===== config.mk =====
export PLATFORM = sky130hd
export DESIGN_NAME = decode_67b_64b_flat
export DESIGN_NICKNAME = d
export VERILOG_FILES = /design/src/rtl/interlaken_pkg.sv /design/src/rtl/decode_67b_64b_if.sv /design/src/rtl/block_lock_fsm.sv /design/src/rtl/decode_67b_64b.sv /design/src/flat_wrapper.sv
export SDC_FILE = /design/constraint.sdc
export NUM_CORES = 1
export LEC_CHECK = 0
export ABC_AREA = 1
export CORE_MARGIN = 4
export CORE_UTILIZATION = 45
export DETAILED_ROUTE_END_ITERATION = 12
export MAX_ROUTING_LAYER = met4
export PLACE_DENSITY = 0.74
export SLEW_MARGIN = 20
export SYNTH_ARGS = -nofsm -noshare
export SYNTH_HDL_FRONTEND = slang
export SYNTH_HIERARCHICAL = 1
export SYNTH_SLANG_ARGS = --single-unit
export TNS_END_PERCENT = 10

===== constraint.sdc =====
create_clock -name USER_CLK -period 4.5 [get_ports USER_CLK]
set_input_delay 0.9 -clock USER_CLK [delete_from_list [all_inputs] [get_ports USER_CLK]]
set_output_delay 0.9 -clock USER_CLK [all_outputs]
set_load 0.03 [all_outputs]

===== src/rtl/interlaken_pkg.sv =====
// Shared constants, FSM state type and helpers for the Interlaken 64B/67B receive decoder.
// Also provides the popcount helper used when DECODE_67B_DISP_MON_EN is defined.
package interlaken_pkg;

   localparam int W_PAYLOAD = 64;
   localparam int W_WORD    = 67;

   localparam logic [1:0] HDR_DATA = 2'b01;
   localparam logic [1:0] HDR_CTRL = 2'b10;

   typedef enum logic [1:0] {
      ST_HUNT      = 2'd0,
      ST_SLIP_WAIT = 2'd1,
      ST_LOCKED    = 2'd2
   } lock_state_t;

   function automatic logic hdr_valid(input logic [1:0] hdr);
      return (hdr == HDR_DATA) || (hdr == HDR_CTRL);
   endfunction

`ifdef DECODE_67B_DISP_MON_EN
   function automatic logic [6:0] popcount64(input logic [W_PAYLOAD-1:0] w);
      logic [6:0] n;
      n = '0;
      for (int i = 0; i < W_PAYLOAD; i++) n = n + {6'd0, w[i]};
      return n;
   endfunction
`endif

endpackage


===== src/rtl/decode_67b_64b_if.sv =====
// Word-level bus between the RX gearbox side and the 64B/67B decoder.
// DISP_ERR exists only when DECODE_67B_DISP_MON_EN is defined.
interface decode_67b_64b_if;
   import interlaken_pkg::*;

   logic [W_WORD-1:0]    DATA_IN;
   logic                 DATA_IN_VALID;
   logic                 PASSTHROUGH;
   logic [W_PAYLOAD-1:0] DATA_OUT;
   logic [1:0]           HEADER_OUT;
   logic                 DATA_OUT_VALID;
   logic                 BLOCK_LOCK;
   logic                 SLIP;
   logic                 HEADER_ERR;
   logic [15:0]          ERR_COUNT;
`ifdef DECODE_67B_DISP_MON_EN
   logic                 DISP_ERR;
`endif

   modport master (
      output DATA_IN, DATA_IN_VALID, PASSTHROUGH,
`ifdef DECODE_67B_DISP_MON_EN
      input  DISP_ERR,
`endif
      input  DATA_OUT, HEADER_OUT, DATA_OUT_VALID, BLOCK_LOCK, SLIP, HEADER_ERR, ERR_COUNT
   );

   modport slave (
      input  DATA_IN, DATA_IN_VALID, PASSTHROUGH,
`ifdef DECODE_67B_DISP_MON_EN
      output DISP_ERR,
`endif
      output DATA_OUT, HEADER_OUT, DATA_OUT_VALID, BLOCK_LOCK, SLIP, HEADER_ERR, ERR_COUNT
   );

endinterface


===== src/rtl/block_lock_fsm.sv =====
// Word-boundary block-lock state machine: hunts for a run of good headers, requests
// gearbox slips, maintains lock over fixed windows and counts header errors while locked.
//
// state        | meaning
// ST_HUNT      | counting consecutive valid headers towards lock
// ST_SLIP_WAIT | slip requested; ignoring words while the gearbox settles
// ST_LOCKED    | boundary found; windowed bad-header monitoring
module block_lock_fsm
   import interlaken_pkg::*;
#(
   parameter int LOCK_GOOD_CNT = 64,
   parameter int WIN_LEN       = 64,
   parameter int WIN_BAD_MAX   = 16,
   parameter int SLIP_WAIT     = 32
) (
   input  logic        clk,
   input  logic        rst_n,
   input  logic        valid,
   input  logic        hdr_ok,
   input  logic        passthrough,
   output logic        lock,
   output logic        slip,
   output logic        in_slip_wait,
   output logic [15:0] err_count
);

   localparam int GW = $clog2(LOCK_GOOD_CNT + 1);
   localparam int SW = $clog2(SLIP_WAIT + 1);
   localparam int WW = $clog2(WIN_LEN + 1);
   localparam int BW = $clog2(WIN_BAD_MAX + 1);

   lock_state_t   state, state_nxt;
   logic [GW-1:0] good_cnt, good_nxt;
   logic [SW-1:0] wait_cnt, wait_nxt;
   logic [WW-1:0] win_cnt, win_nxt;
   logic [BW-1:0] bad_cnt, bad_nxt, bad_inc;
   logic [15:0]   err_nxt;
   logic          lock_nxt, slip_nxt;

   always_ff @(posedge clk or negedge rst_n) begin
      if (!rst_n) begin
         state     <= ST_HUNT;
         good_cnt  <= '0;
         wait_cnt  <= '0;
         win_cnt   <= '0;
         bad_cnt   <= '0;
         err_count <= '0;
         lock      <= 1'b0;
         slip      <= 1'b0;
      end else begin
         state     <= state_nxt;
         good_cnt  <= good_nxt;
         wait_cnt  <= wait_nxt;
         win_cnt   <= win_nxt;
         bad_cnt   <= bad_nxt;
         err_count <= err_nxt;
         lock      <= lock_nxt;
         slip      <= slip_nxt;
      end
   end

   always_comb begin
      state_nxt = state;
      good_nxt  = good_cnt;
      wait_nxt  = wait_cnt;
      win_nxt   = win_cnt;
      bad_nxt   = bad_cnt;
      err_nxt   = err_count;
      lock_nxt  = lock;
      slip_nxt  = 1'b0;
      bad_inc   = bad_cnt + {{(BW-1){1'b0}}, ~hdr_ok};

      if (passthrough) begin
         state_nxt = ST_HUNT;
         good_nxt  = '0;
         wait_nxt  = '0;
         win_nxt   = '0;
         bad_nxt   = '0;
         err_nxt   = '0;
         lock_nxt  = 1'b0;
      end else if (valid) begin
         unique case (state)
            ST_HUNT: begin
               if (hdr_ok) begin
                  if (good_cnt == GW'(LOCK_GOOD_CNT - 1)) begin
                     state_nxt = ST_LOCKED;
                     lock_nxt  = 1'b1;
                     good_nxt  = '0;
                     win_nxt   = '0;
                     bad_nxt   = '0;
                  end else begin
                     good_nxt = good_cnt + 1'b1;
                  end
               end else begin
                  good_nxt  = '0;
                  slip_nxt  = 1'b1;
                  state_nxt = ST_SLIP_WAIT;
                  wait_nxt  = SW'(SLIP_WAIT - 1);
               end
            end
            // Down-counter: the word that sees terminal count is the last one ignored.
            ST_SLIP_WAIT: begin
               if (wait_cnt == '0) begin
                  state_nxt = ST_HUNT;
                  good_nxt  = '0;
               end else begin
                  wait_nxt = wait_cnt - 1'b1;
               end
            end
            ST_LOCKED: begin
               if (!hdr_ok && (err_count != 16'hFFFF)) err_nxt = err_count + 16'd1;
               // Loss of lock is tested before the window wrap so it wins a tie.
               if (bad_inc == BW'(WIN_BAD_MAX)) begin
                  lock_nxt  = 1'b0;
                  slip_nxt  = 1'b1;
                  state_nxt = ST_SLIP_WAIT;
                  wait_nxt  = SW'(SLIP_WAIT - 1);
                  win_nxt   = '0;
                  bad_nxt   = '0;
               end else if (win_cnt == WW'(WIN_LEN - 1)) begin
                  win_nxt = '0;
                  bad_nxt = '0;
               end else begin
                  win_nxt = win_cnt + 1'b1;
                  bad_nxt = bad_inc;
               end
            end
            default: state_nxt = ST_HUNT;
         endcase
      end
   end

   assign in_slip_wait = (state == ST_SLIP_WAIT);

endmodule


===== src/rtl/decode_67b_64b.sv =====
// Interlaken RX 64B/67B decoder: strips framing, undoes payload inversion, runs block lock.
// Optional running-disparity monitor enabled by defining DECODE_67B_DISP_MON_EN.
module decode_67b_64b
   import interlaken_pkg::*;
#(
   parameter int LOCK_GOOD_CNT = 64,
   parameter int WIN_LEN       = 64,
   parameter int WIN_BAD_MAX   = 16,
   parameter int SLIP_WAIT     = 32
`ifdef DECODE_67B_DISP_MON_EN
   ,
   parameter int DISP_LIMIT    = 96
`endif
) (
   input  logic             USER_CLK,
   input  logic             SYSTEM_RESET_N,
   decode_67b_64b_if.slave  dif
);

   logic [1:0]           rst_sync;
   logic                 rst_n;
   logic [1:0]           hdr;
   logic [W_PAYLOAD-1:0] payload, payload_dec;
   logic                 hdr_ok;
   logic                 lock, slip, in_slip_wait;
   logic [15:0]          err_count;
   logic [W_PAYLOAD-1:0] data_q;
   logic [1:0]           hdr_q;
   logic                 valid_q, header_err_q;

   // Reset asserts immediately but releases on a clock edge.
   always_ff @(posedge USER_CLK or negedge SYSTEM_RESET_N) begin
      if (!SYSTEM_RESET_N) rst_sync <= '0;
      else                 rst_sync <= {rst_sync[0], 1'b1};
   end
   assign rst_n = rst_sync[1];

   assign hdr         = dif.DATA_IN[W_PAYLOAD+1:W_PAYLOAD];
   assign payload     = dif.DATA_IN[W_PAYLOAD-1:0];
   assign hdr_ok      = hdr_valid(hdr);
   assign payload_dec = (dif.DATA_IN[W_WORD-1] && !dif.PASSTHROUGH) ? ~payload : payload;

   block_lock_fsm #(
      .LOCK_GOOD_CNT (LOCK_GOOD_CNT),
      .WIN_LEN       (WIN_LEN),
      .WIN_BAD_MAX   (WIN_BAD_MAX),
      .SLIP_WAIT     (SLIP_WAIT)
   ) u_lock (
      .clk          (USER_CLK),
      .rst_n        (rst_n),
      .valid        (dif.DATA_IN_VALID),
      .hdr_ok       (hdr_ok),
      .passthrough  (dif.PASSTHROUGH),
      .lock         (lock),
      .slip         (slip),
      .in_slip_wait (in_slip_wait),
      .err_count    (err_count)
   );

   always_ff @(posedge USER_CLK or negedge rst_n) begin
      if (!rst_n) begin
         data_q       <= '0;
         hdr_q        <= '0;
         valid_q      <= 1'b0;
         header_err_q <= 1'b0;
      end else begin
         valid_q      <= dif.DATA_IN_VALID;
         header_err_q <= dif.DATA_IN_VALID && !hdr_ok && !dif.PASSTHROUGH && !in_slip_wait;
         if (dif.DATA_IN_VALID) begin
            data_q <= payload_dec;
            hdr_q  <= hdr;
         end
      end
   end

   assign dif.DATA_OUT       = data_q;
   assign dif.HEADER_OUT     = hdr_q;
   assign dif.DATA_OUT_VALID = valid_q;
   assign dif.BLOCK_LOCK     = lock;
   assign dif.SLIP           = slip;
   assign dif.HEADER_ERR     = header_err_q;
   assign dif.ERR_COUNT      = err_count;

`ifdef DECODE_67B_DISP_MON_EN
   localparam logic signed [15:0] DLIM = 16'(DISP_LIMIT);

   logic [6:0]          pc;
   logic signed [8:0]   delta;
   logic signed [16:0]  disp_sum;
   logic signed [15:0]  disp_q, disp_nxt;
   logic                disp_err_q, over;

   always_comb begin
      pc       = popcount64(payload);
      delta    = $signed({1'b0, pc, 1'b0}) - 9'sd64;
      disp_sum = {disp_q[15], disp_q} + {{8{delta[8]}}, delta};
      if (disp_sum[16] != disp_sum[15]) disp_nxt = disp_sum[16] ? 16'sh8000 : 16'sh7FFF;
      else                              disp_nxt = disp_sum[15:0];
      over = (disp_nxt > DLIM) || (disp_nxt < -DLIM);
   end

   // lock is low outside LOCKED, so holding the accumulator clear there also clears it on entry.
   always_ff @(posedge USER_CLK or negedge rst_n) begin
      if (!rst_n) begin
         disp_q     <= '0;
         disp_err_q <= 1'b0;
      end else if (dif.PASSTHROUGH || !lock) begin
         disp_q     <= '0;
         disp_err_q <= 1'b0;
      end else if (dif.DATA_IN_VALID) begin
         disp_q <= disp_nxt;
         if (over) disp_err_q <= 1'b1;
      end
   end

   assign dif.DISP_ERR = disp_err_q && lock;
`endif

endmodule


===== src/flat_wrapper.sv =====
// flat-port wrapper written by rule: the top's interface ports become plain ports
module decode_67b_64b_flat import interlaken_pkg::*;
#(
   parameter int LOCK_GOOD_CNT = 64,
   parameter int WIN_LEN       = 64,
   parameter int WIN_BAD_MAX   = 16,
   parameter int SLIP_WAIT     = 32

)
  (USER_CLK, SYSTEM_RESET_N, dif_DATA_IN, dif_DATA_IN_VALID, dif_PASSTHROUGH, dif_DATA_OUT, dif_HEADER_OUT, dif_DATA_OUT_VALID, dif_BLOCK_LOCK, dif_SLIP, dif_HEADER_ERR, dif_ERR_COUNT);
  decode_67b_64b_if dif_i ();
  input  logic USER_CLK;
  input  logic SYSTEM_RESET_N;
  input wire logic [$bits(dif_i.DATA_IN)-1:0] dif_DATA_IN;
  input wire logic [$bits(dif_i.DATA_IN_VALID)-1:0] dif_DATA_IN_VALID;
  input wire logic [$bits(dif_i.PASSTHROUGH)-1:0] dif_PASSTHROUGH;
  output wire logic [$bits(dif_i.DATA_OUT)-1:0] dif_DATA_OUT;
  output wire logic [$bits(dif_i.HEADER_OUT)-1:0] dif_HEADER_OUT;
  output wire logic [$bits(dif_i.DATA_OUT_VALID)-1:0] dif_DATA_OUT_VALID;
  output wire logic [$bits(dif_i.BLOCK_LOCK)-1:0] dif_BLOCK_LOCK;
  output wire logic [$bits(dif_i.SLIP)-1:0] dif_SLIP;
  output wire logic [$bits(dif_i.HEADER_ERR)-1:0] dif_HEADER_ERR;
  output wire logic [$bits(dif_i.ERR_COUNT)-1:0] dif_ERR_COUNT;
  assign dif_i.DATA_IN = dif_DATA_IN;
  assign dif_i.DATA_IN_VALID = dif_DATA_IN_VALID;
  assign dif_i.PASSTHROUGH = dif_PASSTHROUGH;
  assign dif_DATA_OUT = dif_i.DATA_OUT;
  assign dif_HEADER_OUT = dif_i.HEADER_OUT;
  assign dif_DATA_OUT_VALID = dif_i.DATA_OUT_VALID;
  assign dif_BLOCK_LOCK = dif_i.BLOCK_LOCK;
  assign dif_SLIP = dif_i.SLIP;
  assign dif_HEADER_ERR = dif_i.HEADER_ERR;
  assign dif_ERR_COUNT = dif_i.ERR_COUNT;
  decode_67b_64b #(.LOCK_GOOD_CNT(LOCK_GOOD_CNT), .WIN_LEN(WIN_LEN), .WIN_BAD_MAX(WIN_BAD_MAX), .SLIP_WAIT(SLIP_WAIT)) u_core (.USER_CLK(USER_CLK), .SYSTEM_RESET_N(SYSTEM_RESET_N), .dif(dif_i));
endmodule

==> impl_metrics.yaml, run 1 <==
run_status:
  status: "finished clean"
synth:
  synthArstFlopShare_pct: 100.0
  yosysSeqAreaShare_pct: 44.69
  yosysWarningCount: 6
  synth_edf_count: 0
  syn_avg_cell_area_um2: 7.194
  netlist.area_leader.share_pct: 44.69
  netlist_top_cells_area: "dfrtp_1 (45%), nand2_1 (19%), nand3_1 (13%)"
  netlist_instances: 895
  synth_cell_types: 35
  syn-cell-area_um2: 6439
  yosys.area.top_type: "dfrtp_1"
  synth_nets: 973
  yosys_most_used_dff: "dfrtp_1"
  synth_seq_cells: 115
die:
  die_y_um: 127.6
  fp-row-count: 43
  die-area_um2: 16290
  die_w_um: 127.6
  io_pins: 157
  start_util_pct: 46.21
  core_area_um2: 13930
clock_network:
  clockBufferDepth: 2
  clkSlewWorstSetupHoldPaths_ps: 50
  clk_latency_ps: 410
  cts_resized: 0
  cts.sinks: 115
  cts_buffers: 17
  cts_tree: "yes"
  cts_root_buf: "clkbuf_16"
  post_cts_buffers: 0
  hold_buffers: 0
  htreeDepth: 4
layout:
  final_common_cell: "nand2_1"
  final_net_count: 1114
  area_growth_syn_to_layout_pct: 33.04
  fin_cells: 1229
  nFillCells: 1244
  drive_above_1_share_pct: 5.815
  layout_common_cells: "nand2_1 (333), nand3_1 (161), clkdlybuf4s50_1 (154), dfrtp_1 (114), inv_1 (95)"
  diodes: 0
placement:
  port_buffers: 156
  dp.cells: 1197
  gp_congestion: 0.8368
  dp_hpwl_um: 11070
min_path:
  hold_class: "register to register"
  hp-start: "u_core/rst_sync[0]$_DFF_PN0_"
  hold_depth: 0
  worstHoldEndpoint: "u_core/rst_sync[1]$_DFF_PN0_"
sta:
  slew_viol_final: 0
  period_share_pct: 69.55
  rsz0062_at_grt: "false"
  fmax_mhz: 319.5
  setup_viol: 0
  slew_headroom_pct: 36.04
  timing.setup.tns_ps: 0
  worst_slew_pin_slew_ps: 959.4
  period_minus_slack_ps: 3130
  clock_skew_ps: 9.596
  hold_viol_final: 0
  worst_hold_slack_ps: 347.9
pwr:
  vdd_drop_max_mv: 0.2635
  powerDensity_nw_per_um2: 400.2
  leakage_nw: 4.325
route:
  vias_per_cell: 5.054
  drcViolationCount: 0
  num_vias: 6211
  ant_nets: 0
  drt-total-wl_um: 17240
  firstDrtPassIters: 5
  routedWlPerCell_um: 14.03
  dr.first_iter.drc_count: 494
global_route:
  overflow: 0
  met2_usage_pct: 34.59
  met3_usage_pct: 6.187
  grt_pass1_vias: 5837
  track_usage_pct: 22.62
  grt_pass1_wl_um: 28920
  grt_max_degree: 74
  antenna_found_initial: 0
  use_met1_pct: 29.74
  gr-max-usage-layer: "met2"
setup_path:
  crit_fanout: 12
  r2r_end: "u_core/u_lock/err_count[0]$_DFFE_PN0P_"
  r2r_cells: 8
  cp.required_ps: 4800
  crit_type: "input port to register"
  start_kind: "input port"
  timing.rr.start: "u_core/u_lock/err_count[0]$_DFFE_PN0P_"
  rrSetupSlack_ps: 2300
  endpoint_kind: "register"
  worstPathArrival_ps: 3430
run:
  max_cap_viol_count: 0
==> routing by layer <==
metal / share of wire, % / vias up
met2: 47 / 177
met5: 0 / -
met4: 1.0 / 0
li1: - / 3098
met1: 45 / 2921
met3: 6.2 / 15
==> final cells by class <==
cell class / count / area (um2) / area share (%)
Sequential cell: 115 / 2882 / 33.64
Multi-Input combinational cell: 634 / 2853 / 33.30
Timing Repair Buffer: 164 / 1612 / 18.81
Clock buffer: 22 / 474.2 / 5.536
Inverter: 104 / 390.4 / 4.557
Tap cell: 180 / 225.2 / 2.629
Clock inverter: 10 / 130.1 / 1.519
==> kinds of logic after synthesis <==
logic type	synth area share [%]
other cells	0.05824
fa+ha+maj	1.360
flops	44.69
buf+inv	11.00
simple gates	38.19
xor+xnor	1.224
compound gates	3.479
==> through the flow <==
stage	setup WS (ps)	power (W)	cell area, um2	utilization, %
after floorplan	1059	0.001750	6439	-
after global placement	972.5	0.002058	7961	57.13
after detailed placement	931.4	0.002066	7961	57.13
after CTS	1366	0.003461	8566	61.47
after global routing	1090	0.003605	8566	61.47
final	1370	0.003428	8566	61.47
==> worst max path at each step <==
| stage | startpoint | end | slack (ps) | cells past startpoint |
|---|---|---|---|---|
| floorplan | u_core/rst_sync[1]$_DFF_PN0_ | u_core/dif.DATA_OUT[0]$_DFFE_PN0P_ | 1060 | 0 |
| global placement | dif_DATA_IN[64] | u_core/u_lock/wait_cnt[3]$_DFFE_PN0P_ | 970 | 12 |
| detailed placement | dif_DATA_IN[64] | u_core/u_lock/wait_cnt[0]$_DFFE_PN0P_ | 930 | 12 |
| CTS | dif_DATA_IN[64] | u_core/u_lock/wait_cnt[0]$_DFFE_PN0P_ | 1370 | 12 |
| global route | dif_DATA_IN[64] | u_core/u_lock/wait_cnt[1]$_DFFE_PN0P_ | 1090 | 12 |
| finish | dif_DATA_IN[64] | u_core/u_lock/wait_cnt[0]$_DFFE_PN0P_ | 1370 | 12 |
==> power breakdown <==
part / switching, W / total (W) / internal [W]
clock network: 0.000469 / 0.00138 / 0.000908
logic: 0.000501 / 0.000816 / 0.000315
registers: 0.0000900 / 0.00123 / 0.00114
==> critical path, cell delays in order <==
cell and delay (ps):
clkdlybuf4s50_1 490, xor2_1 360, inv_1 140, ha_1 250, ha_1 290, or2_1 200, a21oi_1 110, nand3_1 110
nand2_2 240, nand3_2 190, nand2_1 90, nand2_1 50
==> cells in the mapped netlist, types with 2 or more instances <==
cell and instances:
buf_2 10, a21oi_1 8, o21ai_0 18, clkbuf_1 2
nor3_1 4, inv_1 96, clkbuf_8 2, nand4_1 17
nor2_2 2, nand2_1 333, dfrtp_1 115, nor2_1 49
ha_1 7, buf_4 20, inv_2 8, nand3_1 161
o21bai_1 4, nand2_2 5, o21ai_1 5, buf_6 7
xor2_1 8
==> sequential cells by signal, indices dropped and copies added (netlist names) <==
register	flops
u_core/dif.DATA_OUT	64
u_core/u_lock/err_count	16
u_core/u_lock/good_cnt	7
u_core/u_lock/win_cnt	7
u_core/u_lock/wait_cnt	6
u_core/u_lock/bad_cnt	5
u_core/dif.HEADER_OUT	2
u_core/rst_sync	2
u_core/u_lock/state	2
u_core/dif.DATA_OUT_VALID	1
u_core/dif.HEADER_ERR	1
u_core/u_lock/lock	1
u_core/u_lock/slip	1
Note: power is estimated with default switching activity, not from simulation.
==> run 2: changes to the inputs <==
==> constraint.sdc (replaced) <==
create_clock -name USER_CLK -period 2.9 [get_ports USER_CLK]
set_input_delay 0.58 -clock USER_CLK [delete_from_list [all_inputs] [get_ports USER_CLK]]
set_output_delay 0.58 -clock USER_CLK [all_outputs]
set_load 0.03 [all_outputs]
==> impl_metrics.yaml, run 2 (same netlist as run 1, synthesis figures left out) <==
die:
  io_pins: 157
  start_util_pct: 46.21
  die_y_um: 127.6
  core_area_um2: 13930
  die-area_um2: 16290
  die_w_um: 127.6
  fp-row-count: 43
global_route:
  overflow: 0
  grt_pass1_wl_um: 28900
  track_usage_pct: 22.48
  antenna_found_initial: 0
  grt_pass1_vias: 5827
  grt_max_degree: 65
layout:
  largest_reg_flops: 64
  layout_common_cells: "nand2_1 (333), nand3_1 (161), clkdlybuf4s50_1 (154), dfrtp_1 (114), inv_1 (95)"
  drive_above_1_share_pct: 6.704
  diodes: 0
  final_common_cell: "nand2_1"
  multi_input_area_um2: 2853
  regArea_um2: 2882
  final_net_count: 1124
  nFillCells: 1259
  fin_cells: 1239
  area_growth_syn_to_layout_pct: 35.91
  postLayoutCellArea_um2: 8751
sta:
  period_share_pct: 88.55
  timing.setup.tns_ps: 0
  rsz0062_at_grt: "false"
  worst_slew_pin_slew_ps: 598.9
  period_minus_slack_ps: 2568
  slew_viol_final: 0
  slew_headroom_pct: 60.07
  setup_slack_ps: 332.1
  fmax_mhz: 389.4
  setup_viol: 0
  hold_viol_final: 0
  clock_skew_ps: 6.048
route:
  top_layer_used: "met4"
  dr_wl_met2_um: 8075
  ant_nets: 0
  met3_wirelength_um: 1106
  firstDrtPassIters: 4
  drt-total-wl_um: 17240
  vias_per_cell: 5.011
  dr.first_iter.drc_count: 490
  num_vias: 6209
  drcViolationCount: 0
  wl_met1_um: 7770
  routedWlPerCell_um: 13.92
placement:
  dp_hpwl_um: 11420
  dp.cells: 1207
  dpl-instance-area_um2: 8099
  port_buffers: 156
  gp_congestion: 0.8741
  pre_cts_ws_ps: -66.67
pwr:
  p_switching_w: 0.001640
  switching_share_pct: 29.74
  power_w: 0.005514
  combPwrFrac_pct: 23.3
  p_int_w: 0.003875
  seq_power_share_pct: 34.9
  powerDensity_nw_per_um2: 630.1
  clockPowerShare_pct: 41.7
  vdd_drop_max_mv: 0.4345
  leakage_nw: 4.420
clock_network:
  cts_tree: "yes"
  clk_latency_ps: 410
  cts_root_buf: "clkbuf_16"
  cts_buffers: 17
  htreeDepth: 4
  cts_resized: 0
  hold_buffers: 0
  clockBufferDepth: 2
  cts.sinks: 115
  clkSlewWorstSetupHoldPaths_ps: 50
  post_cts_buffers: 0
setup_path:
  cp.required_ps: 3190
  endpoint_kind: "register"
  start_kind: "input port"
  worstPathArrival_ps: 2860
  crit_fanout: 6
  crit_type: "input port to register"
run:
  max_cap_viol_count: 0
min_path:
  hold_class: "register to async pin"
run_status:
  status: "finished clean"
run 2: cell count changes in the layout (fill, tap and decap cells not counted), sizes merged:
cell / delta
buf: +10
bufinv: +2
clkinv: -1
clkinvlp: -1
run 2: worst max-delay path, stage by stage:
cell	delay, ps
clkdlybuf4s50_1	490
xor2_1	220
inv_1	90
ha_1	220
ha_1	280
or2_1	220
a21oi_1	130
nand3_1	130
nand2_2	180
nand3_2	160
nand2_1	100
nand2_1	50
run 2: per-layer routing:
layer  track usage, %  vias up
li1                 -     3139
met1            29.21     2855
met2            34.50      196
met3            6.438       19
met4            6.617        0
met5                -        -
run 2: stage by stage:
step | util, % | hold WS, ps
after floorplan | - | 284.4
after global placement | 58.12 | 343.3
after detailed placement | 58.12 | 339.6
after CTS | 62.80 | 310.6
after global routing | 62.80 | 307.5
final | 62.80 | 325.7
run 2: final timing paths:
path,startpoint,to,slack (ps),depth (start not counted)
worst max-delay path,dif_DATA_IN[64],u_core/u_lock/wait_cnt[2]$_DFFE_PN0P_,330,12
worst min-delay path,u_core/rst_sync[1]$_DFF_PN0_,u_core/dif.DATA_OUT[18]$_DFFE_PN0P_,330,0
worst max register to register,u_core/u_lock/bad_cnt[0]$_DFFE_PN0P_,u_core/u_lock/wait_cnt[2]$_DFFE_PN0P_,950,9
worst min register to register,u_core/rst_sync[1]$_DFF_PN0_,u_core/dif.DATA_OUT[18]$_DFFE_PN0P_,330,0
max in group asynchronous,u_core/rst_sync[1]$_DFF_PN0_,u_core/dif.DATA_OUT[49]$_DFFE_PN0P_,1830,1
min in group USER_CLK,u_core/rst_sync[0]$_DFF_PN0_,u_core/rst_sync[1]$_DFF_PN0_,350,0
run 2: area by class of cell:
| class | instances | area share [%] |
|---|---|---|
| clock buffers | 22 | 5.419 |
| clock inverters | 10 | 2.030 |
| inverters | 104 | 4.461 |
| multi-input cells | 634 | 32.60 |
| flip-flops and latches | 115 | 32.93 |
| well taps | 180 | 2.574 |
| repair buffers | 174 | 19.99 |
run 2: power by group through the flow:
stage	Sequential (W)	Clock, W	Combinational [W]
floorplan	0.00218	0	0.000531
global route	0.00195	0.00243	0.00141
global placement	0.00195	0	0.00127
finish	0.00193	0.00230	0.00129
detailed placement	0.00195	0	0.00129
CTS	0.00193	0.00235	0.00130
